[src/rtl/next_pc_gen_if.sv]
// Purpose: bundles the redirect/stall request side and the fetch-PC result side of
//          next_pc_gen into one interface.
// Signals:
//   stall, redir_valid, redir_mode, redir_base, redir_imm, redir_rs1, fault_clear  -> generator
//   pc_slot, fetch_valid, redirect_taken, misalign_fault, fault_pc                 <- generator
// Modports: master = pipeline side (drives requests), slave = the PC generator.
interface next_pc_gen_if #(
    parameter int unsigned XLEN        = 32,
    parameter int unsigned FETCH_WIDTH = 2
);
    logic                          stall;
    logic                          redir_valid;
    logic [1:0]                    redir_mode;
    logic [XLEN-1:0]               redir_base;
    logic [XLEN-1:0]               redir_imm;
    logic [XLEN-1:0]               redir_rs1;
    logic                          fault_clear;
    logic [FETCH_WIDTH*XLEN-1:0]   pc_slot;
    logic                          fetch_valid;
    logic                          redirect_taken;
    logic                          misalign_fault;
    logic [XLEN-1:0]               fault_pc;

    modport master (
        output stall, redir_valid, redir_mode, redir_base, redir_imm, redir_rs1, fault_clear,
        input  pc_slot, fetch_valid, redirect_taken, misalign_fault, fault_pc
    );

    modport slave (
        input  stall, redir_valid, redir_mode, redir_base, redir_imm, redir_rs1, fault_clear,
        output pc_slot, fetch_valid, redirect_taken, misalign_fault, fault_pc
    );
endinterface

[src/rtl/next_pc_gen.sv]
// Purpose: fetch-PC generator. Issues FETCH_WIDTH consecutive word PCs per cycle,
//          applies execute-stage redirects (branch/jal/jalr/trap), holds across stalls
//          while remembering a redirect that arrived mid-stall, and parks in a fault
//          state on a misaligned target until fault_clear.
// Ports:
//   clk  - clock, rising edge
//   rst  - synchronous reset, active-high
//   bus  - next_pc_gen_if.slave: redirect/stall inputs, pc_slot/status outputs
module next_pc_gen #(
    parameter int unsigned     XLEN        = 32,
    parameter int unsigned     FETCH_WIDTH = 2,
    parameter logic [XLEN-1:0] RESET_PC    = 32'h0001_0000,
    parameter logic [XLEN-1:0] TRAP_VEC    = 32'h0000_0100
) (
    input  logic         clk,
    input  logic         rst,
    next_pc_gen_if.slave bus
);
    localparam logic [XLEN-1:0] STEP = XLEN'(4 * FETCH_WIDTH);

    localparam logic [1:0] MODE_BRANCH = 2'b00;
    localparam logic [1:0] MODE_JAL    = 2'b01;
    localparam logic [1:0] MODE_JALR   = 2'b10;

    typedef enum logic [1:0] {
        ST_IDLE  = 2'd0,
        ST_RUN   = 2'd1,
        ST_PEND  = 2'd2,
        ST_FAULT = 2'd3
    } state_e;

    state_e                      state_q, state_d;
    logic [XLEN-1:0]             pc_q, pc_d;
    logic [XLEN-1:0]             pend_q, pend_d;
    logic [XLEN-1:0]             fault_pc_q, fault_pc_d;
    logic [FETCH_WIDTH*XLEN-1:0] slots_q, slots_d;
    logic                        fetch_valid_q, fetch_valid_d;
    logic                        taken_q, taken_d;
    logic                        fault_q, fault_d;

    logic [XLEN-1:0]             jalr_sum;
    logic [XLEN-1:0]             tgt;
    logic                        tgt_mis;

    // Redirect target; jalr clears bit 0 before the alignment check
    always_comb begin
        jalr_sum = bus.redir_rs1 + bus.redir_imm;
        unique case (bus.redir_mode)
            MODE_BRANCH, MODE_JAL: tgt = bus.redir_base + bus.redir_imm;
            MODE_JALR:             tgt = {jalr_sum[XLEN-1:1], 1'b0};
            default:               tgt = TRAP_VEC;
        endcase
        tgt_mis = (tgt[1:0] != 2'b00);
    end

    // State register
    always_ff @(posedge clk) begin
        if (rst) state_q <= ST_IDLE;
        else     state_q <= state_d;
    end

    // Next-state logic; IDLE treats a redirect exactly as RUN does
    always_comb begin
        state_d = state_q;
        case (state_q)
            ST_IDLE, ST_RUN: begin
                if (bus.redir_valid) begin
                    if (tgt_mis)        state_d = ST_FAULT;
                    else if (bus.stall) state_d = ST_PEND;
                    else                state_d = ST_RUN;
                end else begin
                    state_d = ST_RUN;
                end
            end
            ST_PEND: begin
                if (bus.redir_valid && tgt_mis) state_d = ST_FAULT;
                else if (!bus.stall)            state_d = ST_RUN;
            end
            ST_FAULT: begin
                if (bus.fault_clear) state_d = ST_RUN;
            end
            default: state_d = ST_IDLE;
        endcase
    end

    // Output / datapath next values
    always_comb begin
        pc_d       = pc_q;
        pend_d     = pend_q;
        fault_pc_d = fault_pc_q;
        taken_d    = 1'b0;
        case (state_q)
            ST_IDLE, ST_RUN: begin
                if (bus.redir_valid) begin
                    if (tgt_mis) begin
                        fault_pc_d = tgt;
                    end else if (bus.stall) begin
                        pend_d = tgt;
                    end else begin
                        pc_d    = tgt;
                        taken_d = 1'b1;
                    end
                end else if (state_q == ST_RUN && !bus.stall) begin
                    pc_d = pc_q + STEP;
                end
            end
            ST_PEND: begin
                // A live redirect in the release cycle is newer than the stored one
                if (bus.redir_valid && tgt_mis) begin
                    fault_pc_d = tgt;
                end else if (!bus.stall) begin
                    pc_d    = bus.redir_valid ? tgt : pend_q;
                    taken_d = 1'b1;
                end else if (bus.redir_valid) begin
                    pend_d = tgt;
                end
            end
            ST_FAULT: begin
                if (bus.fault_clear) begin
                    pc_d    = TRAP_VEC;
                    taken_d = 1'b1;
                end
            end
            default: ;
        endcase

        // PEND is always left in the cycle stall drops, so valid tracks RUN
        fetch_valid_d = (state_d == ST_RUN);
        fault_d       = (state_d == ST_FAULT);

        slots_d = '0;
        for (int i = 0; i < int'(FETCH_WIDTH); i++) begin
            slots_d[i*XLEN +: XLEN] = pc_d + XLEN'(4 * i);
        end
    end

    // Datapath and output registers
    always_ff @(posedge clk) begin
        if (rst) begin
            pc_q          <= RESET_PC;
            pend_q        <= '0;
            fault_pc_q    <= '0;
            fetch_valid_q <= 1'b0;
            taken_q       <= 1'b0;
            fault_q       <= 1'b0;
            for (int i = 0; i < int'(FETCH_WIDTH); i++) begin
                slots_q[i*XLEN +: XLEN] <= RESET_PC + XLEN'(4 * i);
            end
        end else begin
            pc_q          <= pc_d;
            pend_q        <= pend_d;
            fault_pc_q    <= fault_pc_d;
            fetch_valid_q <= fetch_valid_d;
            taken_q       <= taken_d;
            fault_q       <= fault_d;
            slots_q       <= slots_d;
        end
    end

    assign bus.pc_slot        = slots_q;
    assign bus.fetch_valid    = fetch_valid_q;
    assign bus.redirect_taken = taken_q;
    assign bus.misalign_fault = fault_q;
    assign bus.fault_pc       = fault_pc_q;
endmodule
[src/flat_wrapper.sv]
// flat-port wrapper written by rule: the top's interface ports become plain ports
module next_pc_gen_flat 
#(
    parameter int unsigned     XLEN        = 32,
    parameter int unsigned     FETCH_WIDTH = 2,
    parameter logic [XLEN-1:0] RESET_PC    = 32'h0001_0000,
    parameter logic [XLEN-1:0] TRAP_VEC    = 32'h0000_0100
)
  (clk, rst, bus_stall, bus_redir_valid, bus_redir_mode, bus_redir_base, bus_redir_imm, bus_redir_rs1, bus_fault_clear, bus_pc_slot, bus_fetch_valid, bus_redirect_taken, bus_misalign_fault, bus_fault_pc);
  next_pc_gen_if #(.XLEN(XLEN), .FETCH_WIDTH(FETCH_WIDTH)) bus_i ();
  input  logic clk;
  input  logic rst;
  input wire logic [$bits(bus_i.stall)-1:0] bus_stall;
  input wire logic [$bits(bus_i.redir_valid)-1:0] bus_redir_valid;
  input wire logic [$bits(bus_i.redir_mode)-1:0] bus_redir_mode;
  input wire logic [$bits(bus_i.redir_base)-1:0] bus_redir_base;
  input wire logic [$bits(bus_i.redir_imm)-1:0] bus_redir_imm;
  input wire logic [$bits(bus_i.redir_rs1)-1:0] bus_redir_rs1;
  input wire logic [$bits(bus_i.fault_clear)-1:0] bus_fault_clear;
  output wire logic [$bits(bus_i.pc_slot)-1:0] bus_pc_slot;
  output wire logic [$bits(bus_i.fetch_valid)-1:0] bus_fetch_valid;
  output wire logic [$bits(bus_i.redirect_taken)-1:0] bus_redirect_taken;
  output wire logic [$bits(bus_i.misalign_fault)-1:0] bus_misalign_fault;
  output wire logic [$bits(bus_i.fault_pc)-1:0] bus_fault_pc;
  assign bus_i.stall = bus_stall;
  assign bus_i.redir_valid = bus_redir_valid;
  assign bus_i.redir_mode = bus_redir_mode;
  assign bus_i.redir_base = bus_redir_base;
  assign bus_i.redir_imm = bus_redir_imm;
  assign bus_i.redir_rs1 = bus_redir_rs1;
  assign bus_i.fault_clear = bus_fault_clear;
  assign bus_pc_slot = bus_i.pc_slot;
  assign bus_fetch_valid = bus_i.fetch_valid;
  assign bus_redirect_taken = bus_i.redirect_taken;
  assign bus_misalign_fault = bus_i.misalign_fault;
  assign bus_fault_pc = bus_i.fault_pc;
  next_pc_gen #(.XLEN(XLEN), .FETCH_WIDTH(FETCH_WIDTH), .RESET_PC(RESET_PC), .TRAP_VEC(TRAP_VEC)) u_core (.clk(clk), .rst(rst), .bus(bus_i));
endmodule
[config.mk]
export PLATFORM = sky130hd
export DESIGN_NAME = next_pc_gen_flat
export DESIGN_NICKNAME = d
export VERILOG_FILES = /design/src/rtl/next_pc_gen_if.sv /design/src/rtl/next_pc_gen.sv /design/src/flat_wrapper.sv
export SDC_FILE = /design/constraint.sdc
export NUM_CORES = 1
export LEC_CHECK = 0
export CAP_MARGIN = 20
export CELL_PAD_IN_SITES_DETAIL_PLACEMENT = 0
export CELL_PAD_IN_SITES_GLOBAL_PLACEMENT = 1
export CORE_UTILIZATION = 35
export CTS_BUF_LIST = sky130_fd_sc_hd__clkbuf_4 sky130_fd_sc_hd__clkbuf_8
export DETAILED_ROUTE_END_ITERATION = 8
export GPL_TIMING_DRIVEN = 1
export PLACE_DENSITY = 0.84
export SLEW_MARGIN = 20
export SYNTH_ARGS = -nofsm -noshare
export SYNTH_HDL_FRONTEND = slang
export SYNTH_SLANG_ARGS = --single-unit
[constraint.sdc]
create_clock -name clk -period 5.25 [get_ports clk]
set_clock_uncertainty 0.1 [all_clocks]
set_input_delay 1.05 -clock clk [delete_from_list [all_inputs] [get_ports clk]]
set_output_delay 1.05 -clock clk [all_outputs]
set_load 0.01 [all_outputs]
After elaboration in Yosys (flattened, before gate mapping)

Index checks and enable logic that the tools add are counted.

$add $sub $neg: 4
Equality and inequality tests: 14
Multiplexer cells: 33
Reduce and logical (&&, ||, !) cells: 11

Operators by type and width:

| kind                    | count |
|---|---|
| $mux W32                | 16 |
| $pmux W32 S2            | 3 |
| $pmux W32 S3            | 1 |
| $add A32 B32 Y32        | 2 |
| $add A32 B3 Y32 const B | 1 |
| $add A32 B4 Y32 const B | 1 |
| $mux W2                 | 6 |
| $ne A2 B2 Y1 const B    | 5 |
| $eq A2 B2 Y1 const B    | 4 |
| $eq A2 B1 Y1 const B    | 3 |
| $pmux W2 S3             | 1 |
| $reduce_and A6 Y1       | 1 |
| $mux W1                 | 5 |
| $logic_not A2 Y1        | 2 |
| $ne A2 B1 Y1 const B    | 2 |
| $reduce_and A4 Y1       | 1 |
| $reduce_bool A2 Y1      | 2 |
| $reduce_or A2 Y1        | 2 |
| $pmux W1 S3             | 1 |
| $logic_and A1 B1 Y1     | 2 |
| $logic_not A1 Y1        | 1 |

Flip-flop bits (word level): 165
Input port bits: 103
Output and inout bits: 99
Logic and storage cells: 70

Logic depth before layout (Yosys ltp)

Gate-level depths: netlist of the first run.

Depth in word-level cells: 8
Gate-level depth with buffers: 18
Gate-level depth less buffers: 16

Worst setup path before layout of the first run

OpenSTA, ideal clock, no wires.

Kind: input -> register
From: input bus_redir_imm[0]
To: register u_core.slots_q[63] (netlist: u_core.bus.pc_slot[63])
Library setup time: 121 ps
Data arrival time: 4528 ps
Data required time: 5029 ps
Path slack: 501 ps
Cell stages on the path: 15
Buffers on the path: 2
Cells stage by stage: and2_1 -> fa_1 -> and3b_1 -> clkbuf_1 -> or4_1 -> buf_2 -> a32o_1 -> o22ai_1 -> o31ai_1 -> nor3_1 -> nand3_1 -> nor3b_1 -> nand3_1 -> nor2_1 -> mux2_2

Cells in the longest elaborated chain, start to end: 7
Elaborated cells between the ends (all ways): 13
Classes of those cells: 3 x add/sub; 8 x mux; 2 x reduce/logical

RTL lines:

| item                                       | RTL line                              | text |
|---|---|---|
| from (decl)                                | flat_wrapper.sv:17                    | `input wire logic [$bits(bus_i.redir_imm)-1:0] bus_redir_imm;` |
| $add A32 B32 Y32, on equally long branches | next_pc_gen.sv:49, next_pc_gen.sv:47  |  |
| $pmux W32 S2 *                             | next_pc_gen.sv:48                     | `unique case (bus.redir_mode)` |
| $mux W32, or another cell as far along     | n/a                                   |  |
| $mux W32, or another cell as far along     | next_pc_gen.sv:111                    | `end else if (!bus.stall) begin` |
| $mux W32, on equally long branches         | next_pc_gen.sv:109, next_pc_gen.sv:94 |  |
| $pmux W32 S3 *                             | next_pc_gen.sv:92                     | `case (state_q)` |
| $add A32 B3 Y32 *                          | next_pc_gen.sv:133                    | `slots_d[i*XLEN +: XLEN] = pc_d + XLEN'(4 * i);` |
| to (signal, indexed assignment)            | next_pc_gen.sv:147                    | `slots_q[i*XLEN +: XLEN] <= RESET_PC + XLEN'(4 * i);` |
| to (signal assigned)                       | next_pc_gen.sv:156                    | `slots_q <= slots_d;` |
| to (decl)                                  | next_pc_gen.sv:36                     | `logic [FETCH_WIDTH*XLEN-1:0] slots_q, slots_d;` |

Mark *: on every way between the ends. The rest lies on a longest branch, timed or not.
A chain may end at the register's enable or synchronous reset.

Worst setup path after layout of the first run

From: input bus_redir_imm[0]
To: register u_core.slots_q[58] (netlist: u_core.bus.pc_slot[58])

Same word-level chain as after synthesis.

==> insert_results.sql, run 1 <==
INSERT INTO impl_metrics (metric_group, metric, value, unit) VALUES
('setup_path', 'ff2ff_setup_slack', '1010', 'ps'),
('place', 'numPortBuffers', '201', ''),
('worst_hold_path', 'hold_end', 'u_core.pend_q[0]', ''),
('synthesis', 'yosys_most_used_dff', 'sky130_fd_sc_hd__dfxtp_1', ''),
('floorplan', 'std_cell_rows', '64', ''),
('outcome', 'outcome', 'complete, but fails checks', ''),
('clock_network', 'cts.reportedPaths.clkPinSlew', '80', 'ps'),
('clock_network', 'cts.sinks', '131', ''),
('synthesis', 'ys_seq_elements', '131', ''),
('drt', 'postRouteAntennaNets', '0', ''),
('sta', 'min_period', '5060', 'ps'),
('setup_path', 'critical-path-max-stage-delay', '620', 'ps'),
('synthesis', 'synth.net_count', '1643', ''),
('power', 'total_leakage_power', '5.85', 'nW'),
('sta', 'worst_hold_slack_after_final_layout', '374', 'ps'),
('setup_path', 'worstSetupEndpointType', 'register', ''),
('place', 'detailedPlace.worstSlack', '-197', 'ps'),
('finish', 'num_antenna_cells', '0', ''),
('floorplan', 'die_height', '179', 'µm'),
('clock_network', 'post_cts.repair.setup_buffers', '0', ''),
('finish', 'drive_above_1_share', '0.141', ''),
('synthesis', 'synth_cell_type_count', '89', ''),
('drt', 'drt_iter0_drc', '1080', ''),
('floorplan', 'effective_utilization_at_floorplan', '0.357', ''),
('setup_path', 'cp_num_buf_inv', '2', ''),
('sta', 'fmax', '198', 'MHz'),
('finish', 'fin_cells', '2195', ''),
('drt', 'drt-total-wl', '44700', 'µm'),
('floorplan', 'die_w', '179', 'µm'),
('setup_path', 'crit_fanout', '8', ''),
('grt', 'pin_count_of_the_biggest_net_entering_global_routing', '91', ''),
('sta', 'fin_setup_tns', '0', 'ps'),
('clock_network', 'ctsHtreeMaxLevel', '4', ''),
('clock_network', 'cts.root.buffer_cell', 'sky130_fd_sc_hd__clkbuf_8', ''),
('drt', 'detail_route.first_pass.iterations', '7', ''),
('setup_path', 'crit_path_frequent_cell', 'sky130_fd_sc_hd__a21oi_1', ''),
('sta', 'timing.max_slew.rel_slack', '0.386', ''),
('finish', 'nFillCells', '3105', ''),
('clock_network', 'cts_max_path_buffers', '2', ''),
('synthesis', 'synth_top_cells_by_area', 'sky130_fd_sc_hd__dfxtp_1 (24%), sky130_fd_sc_hd__nor2_1 (7.4%), sky130_fd_sc_hd__ha_1 (7.2%)', ''),
('synthesis', 'synthArstFlopShare', '0', ''),
('power', 'ir_worst_vdd', '0.000130', 'V'),
('synthesis', 'synth_area_per_cell', '7.44', 'µm²'),
('setup_path', 'worstPathArrival', '5330', 'ps'),
('synthesis', 'synth_edf_count', '0', ''),
('synthesis', 'yosys.area.top_type_share', '0.239', ''),
('synthesis', 'synth_sequential_area_ratio', '0.239', ''),
('worst_hold_path', 'cell_depth_of_the_worst_hold_path', '1', ''),
('grt', 'gr_ovfl_total', '0', ''),
('power', 'power_density', '243', 'nW/µm²'),
('sta', 'report.final.setup_viol', '0', ''),
('worst_hold_path', 'hold_class', 'reg2reg', ''),
('drt', 'avgViaCountPerCell', '5.83', ''),
('sta', 'number_of_endpoints_with_negative_hold_slack_in_the_final_report', '0', ''),
('setup_path', 'critical_path_slowest_stage_cell', 'sky130_fd_sc_hd__nor4_2', ''),
('sta', 'tightestPinTransition', '921', 'ps'),
('drt', 'num_vias', '12797', ''),
('grt', 'initial_antenna_violation_count', '0', ''),
('outcome', 'violations_in_the_final_reports', 'DRC', ''),
('sta', 'grt_setup_unrepaired', 'false', ''),
('finish', 'num-nets-final', '1954', ''),
('run', 'drv_cap', '0', ''),
('place', 'cell_count_after_placement', '2163', ''),
('setup_path', 'crit_start', 'bus_redir_imm[0]', ''),
('floorplan', 'io_pins', '202', ''),
('setup_path', 'worst_path_cell_chain', 'clkdlybuf4s50_1 > and2_1 > fa_1 > and3b_1 > nor4_2 > buf_4 > nor3_1 > a21oi_1 > o221ai_1 > o21bai_4 > a211oi_4 > nor4b_4 > nand3_4 > or3b_1 > a21oi_1', ''),
('worst_hold_path', 'hold_path.startpoint', 'u_core.pend_q[0]', ''),
('drt', 'detail_route.drc_violations', '24', ''),
('drt', 'wl_per_cell', '20.4', 'µm'),
('setup_path', 'reg2reg_depth', '13', ''),
('clock_network', 'hold_fix_buffer_count_after_cts', '0', '');
==> worst reg2reg max path, delay by kind of cell (launching register included) <==
kind                   cells  cell delay [ps]
and+or+nand+nor            7             2050
muxes                      2              700
DFF                        1              600
buffers and inverters      2              370
AOI/OAI and AO/OA          2              300
==> layer usage <==
layer  routed length [µm]  vias to the layer above  track usage  share of wire
li1                     -                     6171            -              -
met1                19800                     6072        0.362           0.44
met2                20800                      475        0.467           0.47
met3                 2820                       79       0.0428          0.063
met4                 1260                        0       0.0823          0.028
met5                    0                        -            0              0
==> worst max-delay path by stage <==
stage / to / cells after the start
finish: u_core.bus.pc_slot[58] / 15
global route: u_core.bus.pc_slot[58] / 15
CTS: u_core.bus.pc_slot[58] / 15
detailed placement: u_core.bus.pc_slot[58] / 15
global placement: u_core.bus.pc_slot[58] / 15
floorplan: u_core.bus.pc_slot[63] / 15
==> layout by cell type (no fill, tap or decap), drive strengths merged, types with 20 or more instances in the layout <==
master and n:
nand4 30, inv 28, ha 63, a21oi 108, o21a 21, o21ai 71, nor3 37, dfxtp 131
clkbuf 20, o211ai 21, nor2 215, nand2 119, a21o 28, nor2b 21, nand3 57, clkdlybuf4s50 200
a211oi 78, xnor2 25, buf 182
==> layout make-up <==
| type | count | area (µm²) | area share |
|---|---|---|---|
| clock inverters | 12 | 156 | 0.0105 |
| inverters | 29 | 109 | 0.00728 |
| repair buffers | 382 | 3410 | 0.228 |
| flip-flops and latches | 131 | 2620 | 0.175 |
| well taps | 396 | 495 | 0.0331 |
| clock buffers | 20 | 263 | 0.0176 |
| multi-input cells | 1225 | 7910 | 0.529 |
==> cells by family (layout without fill, tap and decap cells) <==
| logic type | after synthesis | count (layout) | synth area share |
|---|---|---|---|
| AOI/OAI and AO/OA | 482 | 482 | 0.306 |
| adders and majority gates | 65 | 65 | 0.0755 |
| xor gates and xnor gates | 42 | 42 | 0.0335 |
| muxes | 31 | 31 | 0.0296 |
| buffers and inverters | 119 | 443 | 0.0434 |
| DFF | 131 | 131 | 0.239 |
| and+or+nand+nor | 605 | 605 | 0.273 |
==> where the power goes <==
| part | internal (mW) | switching (mW) |
|---|---|---|
| registers | 1.08 | 0.0827 |
| clock network | 0.494 | 0.445 |
| logic | 0.702 | 0.835 |
==> synthesized netlist by cell type, drive strengths merged, types with 7 or more instances <==
library cell  count
clkbuf           68
nor2            215
nor3b            11
inv              27
o21bai            9
a211o             9
nand3            57
and3             18
o211ai           21
a22oi            14
o21ai            71
nor3             37
nand4            30
nor4             12
or3              19
mux2             12
a211oi           78
ha               63
a21o             28
a221oi            9
o31ai            10
nand2b           16
a21oi           108
a311oi            8
nor2b            21
and2             14
o21a             21
dfxtp           131
xnor2            25
mux2i            19
a31oi            14
o22ai            11
buf              22
nor4b             7
nand2           119
xor2             17
and4              9
==> metrics by stage <==
step                 util  total power, mW  area [µm²]
CTS                 0.486             3.63       15000
global route        0.486             3.83       15000
finish              0.486             3.64       15000
detailed placement  0.473             2.70       14500
global placement    0.473             2.69       14500
floorplan               -             1.98       11000
==> flip-flops by register name, indices dropped and copies added (netlist names), named ones only <==
register and cells:
u_core.bus.fault_pc 32, u_core.pend_q 32, u_core.bus.pc_slot 60, u_core.bus.fetch_valid 1, u_core.bus.redirect_taken 1, u_core.bus.misalign_fault 1, u_core.state_q 2
Power figures use the tool's default switching activity.
==> inputs of run 2 (changes only) <==
- CTS_BUF_LIST: sky130_fd_sc_hd__clkbuf_4 sky130_fd_sc_hd__clkbuf_8 -> sky130_fd_sc_hd__clkbuf_4
- PLACE_DENSITY: 0.84 -> 0.87
- TNS_END_PERCENT: not set -> 30
- clock period: 5.25 -> 4.37 ns (I/O delays scaled with it)
==> run 2 against run 1 <==
The run still ends with DRC left. Flip-flop and latch count unchanged. Design area increased by 11%. Critical path depth decreased by 2. Global-route usage about the same. Register-to-register slack got worse by 570 ps. First-iteration DRC count increased by 1.9%. Total power increased by 23%. Cell count increased by 8.1%. Via count increased by 5.5%. Core utilization increased by 5.3 points. Critical endpoint is now u_core.bus.pc_slot[62]. Highest routed layer is now met5.
==> insert_results.sql, run 2 (synthesis results as in run 1) <==
INSERT INTO impl_metrics (metric_group, metric, value, unit) VALUES
('sta', 'worst_hold_slack_after_final_layout', '390', 'ps'),
('place', 'postPlaceCellArea', '15800', 'µm²'),
('clock_network', 'ctsHtreeMaxLevel', '4', ''),
('sta', 'grt_setup_unrepaired', 'true', ''),
('power', 'ir_worst_vdd', '0.000149', 'V'),
('power', 'total_leakage_power', '6.76', 'nW'),
('sta', 'slew_violations', '0', ''),
('setup_path', 'worstSetupEndpointType', 'register', ''),
('drt', 'detail_route.drc_violations', '26', ''),
('finish', 'largest_register_ffs', '60', ''),
('floorplan', 'full_die_area', '32100', 'µm²'),
('finish', 'final_common_cell', 'sky130_fd_sc_hd__buf_4', ''),
('outcome', 'violations_in_the_final_reports', 'DRC', ''),
('clock_network', 'cts_buffers', '17', ''),
('sta', 'tightestPinTransition', '616', 'ps'),
('drt', 'num_vias', '13496', ''),
('setup_path', 'critical_path_class', 'in2reg', ''),
('floorplan', 'std_cell_rows', '64', ''),
('sta', 'timing.max_slew.rel_slack', '0.587', ''),
('clock_network', 'cts_max_path_buffers', '2', ''),
('grt', 'pin_count_of_the_biggest_net_entering_global_routing', '61', ''),
('clock_network', 'tritoncts_clock_tree', 'done', ''),
('setup_path', 'crit_fanout', '10', ''),
('finish', 'num-nets-final', '2131', ''),
('finish', 'drive_above_1_share', '0.247', ''),
('sta', 'min_period', '4330', 'ps'),
('place', 'dpl.hpwl', '36400', 'µm'),
('setup_path', 'worst_path_cell_chain', 'clkdlybuf4s50_1 > and2_4 > fa_2 > and3b_2 > or4_1 > buf_6 > buf_4 > a22o_1 > a211o_1 > nor4_4 > nand4_1 > or3_4 > a21oi_2', ''),
('grt', 'wire_length_of_the_first_global_routing_pass', '68800', 'µm'),
('finish', 'syn_to_final_growth', '51.2', '%'),
('drt', 'postRouteAntennaNets', '0', ''),
('floorplan', 'die_w', '179', 'µm'),
('sta', 'min_period_over_period', '0.990', ''),
('floorplan', 'die_height', '179', 'µm'),
('clock_network', 'clock_insertion_delay_worst_skew', '570', 'ps'),
('drt', 'drt_iter0_drc', '1101', ''),
('grt', 'gr_ovfl_total', '0', ''),
('floorplan', 'coreArea', '30700', 'µm²'),
('clock_network', 'cts.sinks', '131', ''),
('clock_network', 'cts.reportedPaths.clkPinSlew', '130', 'ps'),
('run', 'drv_cap', '0', ''),
('floorplan', 'effective_utilization_at_floorplan', '0.357', ''),
('setup_path', 'worstPathArrival', '4720', 'ps'),
('drt', 'drt-total-wl', '45400', 'µm'),
('place', 'numPortBuffers', '201', ''),
('power', 'power_density', '270', 'nW/µm²'),
('drt', 'avgViaCountPerCell', '5.69', ''),
('sta', 'fmax', '231', 'MHz'),
('sta', 'number_of_endpoints_with_negative_hold_slack_in_the_final_report', '0', ''),
('setup_path', 'critical-path-max-stage-delay', '530', 'ps'),
('grt', 'gr-usage-all-layers', '0.277', ''),
('setup_path', 'critical_path_required', '4770', 'ps'),
('finish', 'stdcell_area', '16600', 'µm²'),
('finish', 'mostFrequentLayoutCells', 'sky130_fd_sc_hd__buf_4 (354), sky130_fd_sc_hd__nor2_1 (206), sky130_fd_sc_hd__clkdlybuf4s50_1 (198), sky130_fd_sc_hd__dfxtp_1 (131), sky130_fd_sc_hd__nand2_1 (117)', ''),
('grt', 'initial_antenna_violation_count', '2', ''),
('clock_network', 'cts.root.buffer_cell', 'sky130_fd_sc_hd__clkbuf_4', ''),
('outcome', 'outcome', 'complete, but fails checks', ''),
('setup_path', 'critical_path_slowest_stage_cell', 'sky130_fd_sc_hd__or4_1', ''),
('drt', 'detail_route.first_pass.iterations', '8', ''),
('finish', 'final_util', '0.540', ''),
('grt', 'via_count_of_the_first_global_routing_pass', '12805', ''),
('sta', 'fin_setup_tns', '0', 'ps'),
('sta', 'report.final.setup_viol', '0', ''),
('setup_path', 'startpoint_type', 'input port', ''),
('floorplan', 'io_pins', '202', ''),
('worst_hold_path', 'hold_class', 'reg2reg', ''),
('place', 'gp_congestion', '0.965', ''),
('drt', 'wl_per_cell', '19.1', 'µm');
[run 2: cell count changes in the layout (fill, tap and decap cells not counted), moves of 6 or more]
| cell | delta |
|---|---|
| sky130_fd_sc_hd__a21oi_1 | -6 |
| sky130_fd_sc_hd__clkbuf_8 | -18 |
| sky130_fd_sc_hd__clkbuf_4 | +15 |
| sky130_fd_sc_hd__nor2_1 | -8 |
| sky130_fd_sc_hd__buf_4 | +175 |
| sky130_fd_sc_hd__a21oi_2 | +6 |
[run 2: repair_timing]
action,in CTS,in global routing
endpoints found under the setup margin,17,20
setup buffers,3,11
resized for setup,13,64
pin swaps,6,34
hold buffers,0,0
[run 2: where the power goes]
| group | switching [mW] | leakage [nW] | internal (mW) | total [mW] |
|---|---|---|---|---|
| logic | 1.09 | 5.51 | 1.03 | 2.12 |
| clock network | 0.552 | 0.172 | 0.416 | 0.968 |
| registers | 0.0975 | 1.07 | 1.30 | 1.40 |
| total | 1.74 | 6.76 | 2.74 | 4.48 |
[run 2: worst paths after layout]
kind                                        start                endpoint  slack [ps]  depth (start not counted)
worst min register to register   u_core.pend_q[1]        u_core.pend_q[1]         390                          1
worst max register to register  u_core.state_q[1]  u_core.bus.pc_slot[63]         440                         14
worst min-delay path             u_core.pend_q[1]        u_core.pend_q[1]         390                          1
worst max-delay path             bus_redir_rs1[0]  u_core.bus.pc_slot[62]          40                         13
[run 2: cell type report]
| type | count | area, µm² |
|---|---|---|
| diodes | 1 | 2.50 |
| clock buffers | 17 | 128 |
| clock inverters | 15 | 195 |
| fillers | 2952 | 14100 |
| inverters | 29 | 109 |
| multi-input cells | 1225 | 8320 |
| flip-flops and latches | 131 | 2620 |
| well taps | 396 | 495 |
| repair buffers | 559 | 4730 |
[run 2: through the flow]
stage          instances  power (mW)  setup WS (ps)
2_1_floorplan       1475        2.39          -2.21
3_3_place_gp        2326        3.40           -709
3_5_place_dp        2326        3.42           -782
4_1_cts             2361        4.40          0.996
5_1_grt             2373        4.72          -68.0
6_report            2373        4.48           43.2
[run 2: worst max-delay path: cells and delay by family]
family | cells | cell delay (ps)
and+or+nand+nor | 6 | 1900
AOI/OAI and AO/OA | 3 | 650
buffers and inverters | 3 | 830
adders and majority gates | 1 | 450
[run 2: per-layer routing]
metal,vias to the layer above,share of wire,track usage
met5,-,0.00026,0
met4,2,0.026,0.0872
met3,76,0.067,0.0386
met2,509,0.46,0.462
met1,6380,0.44,0.366
li1,6529,-,-
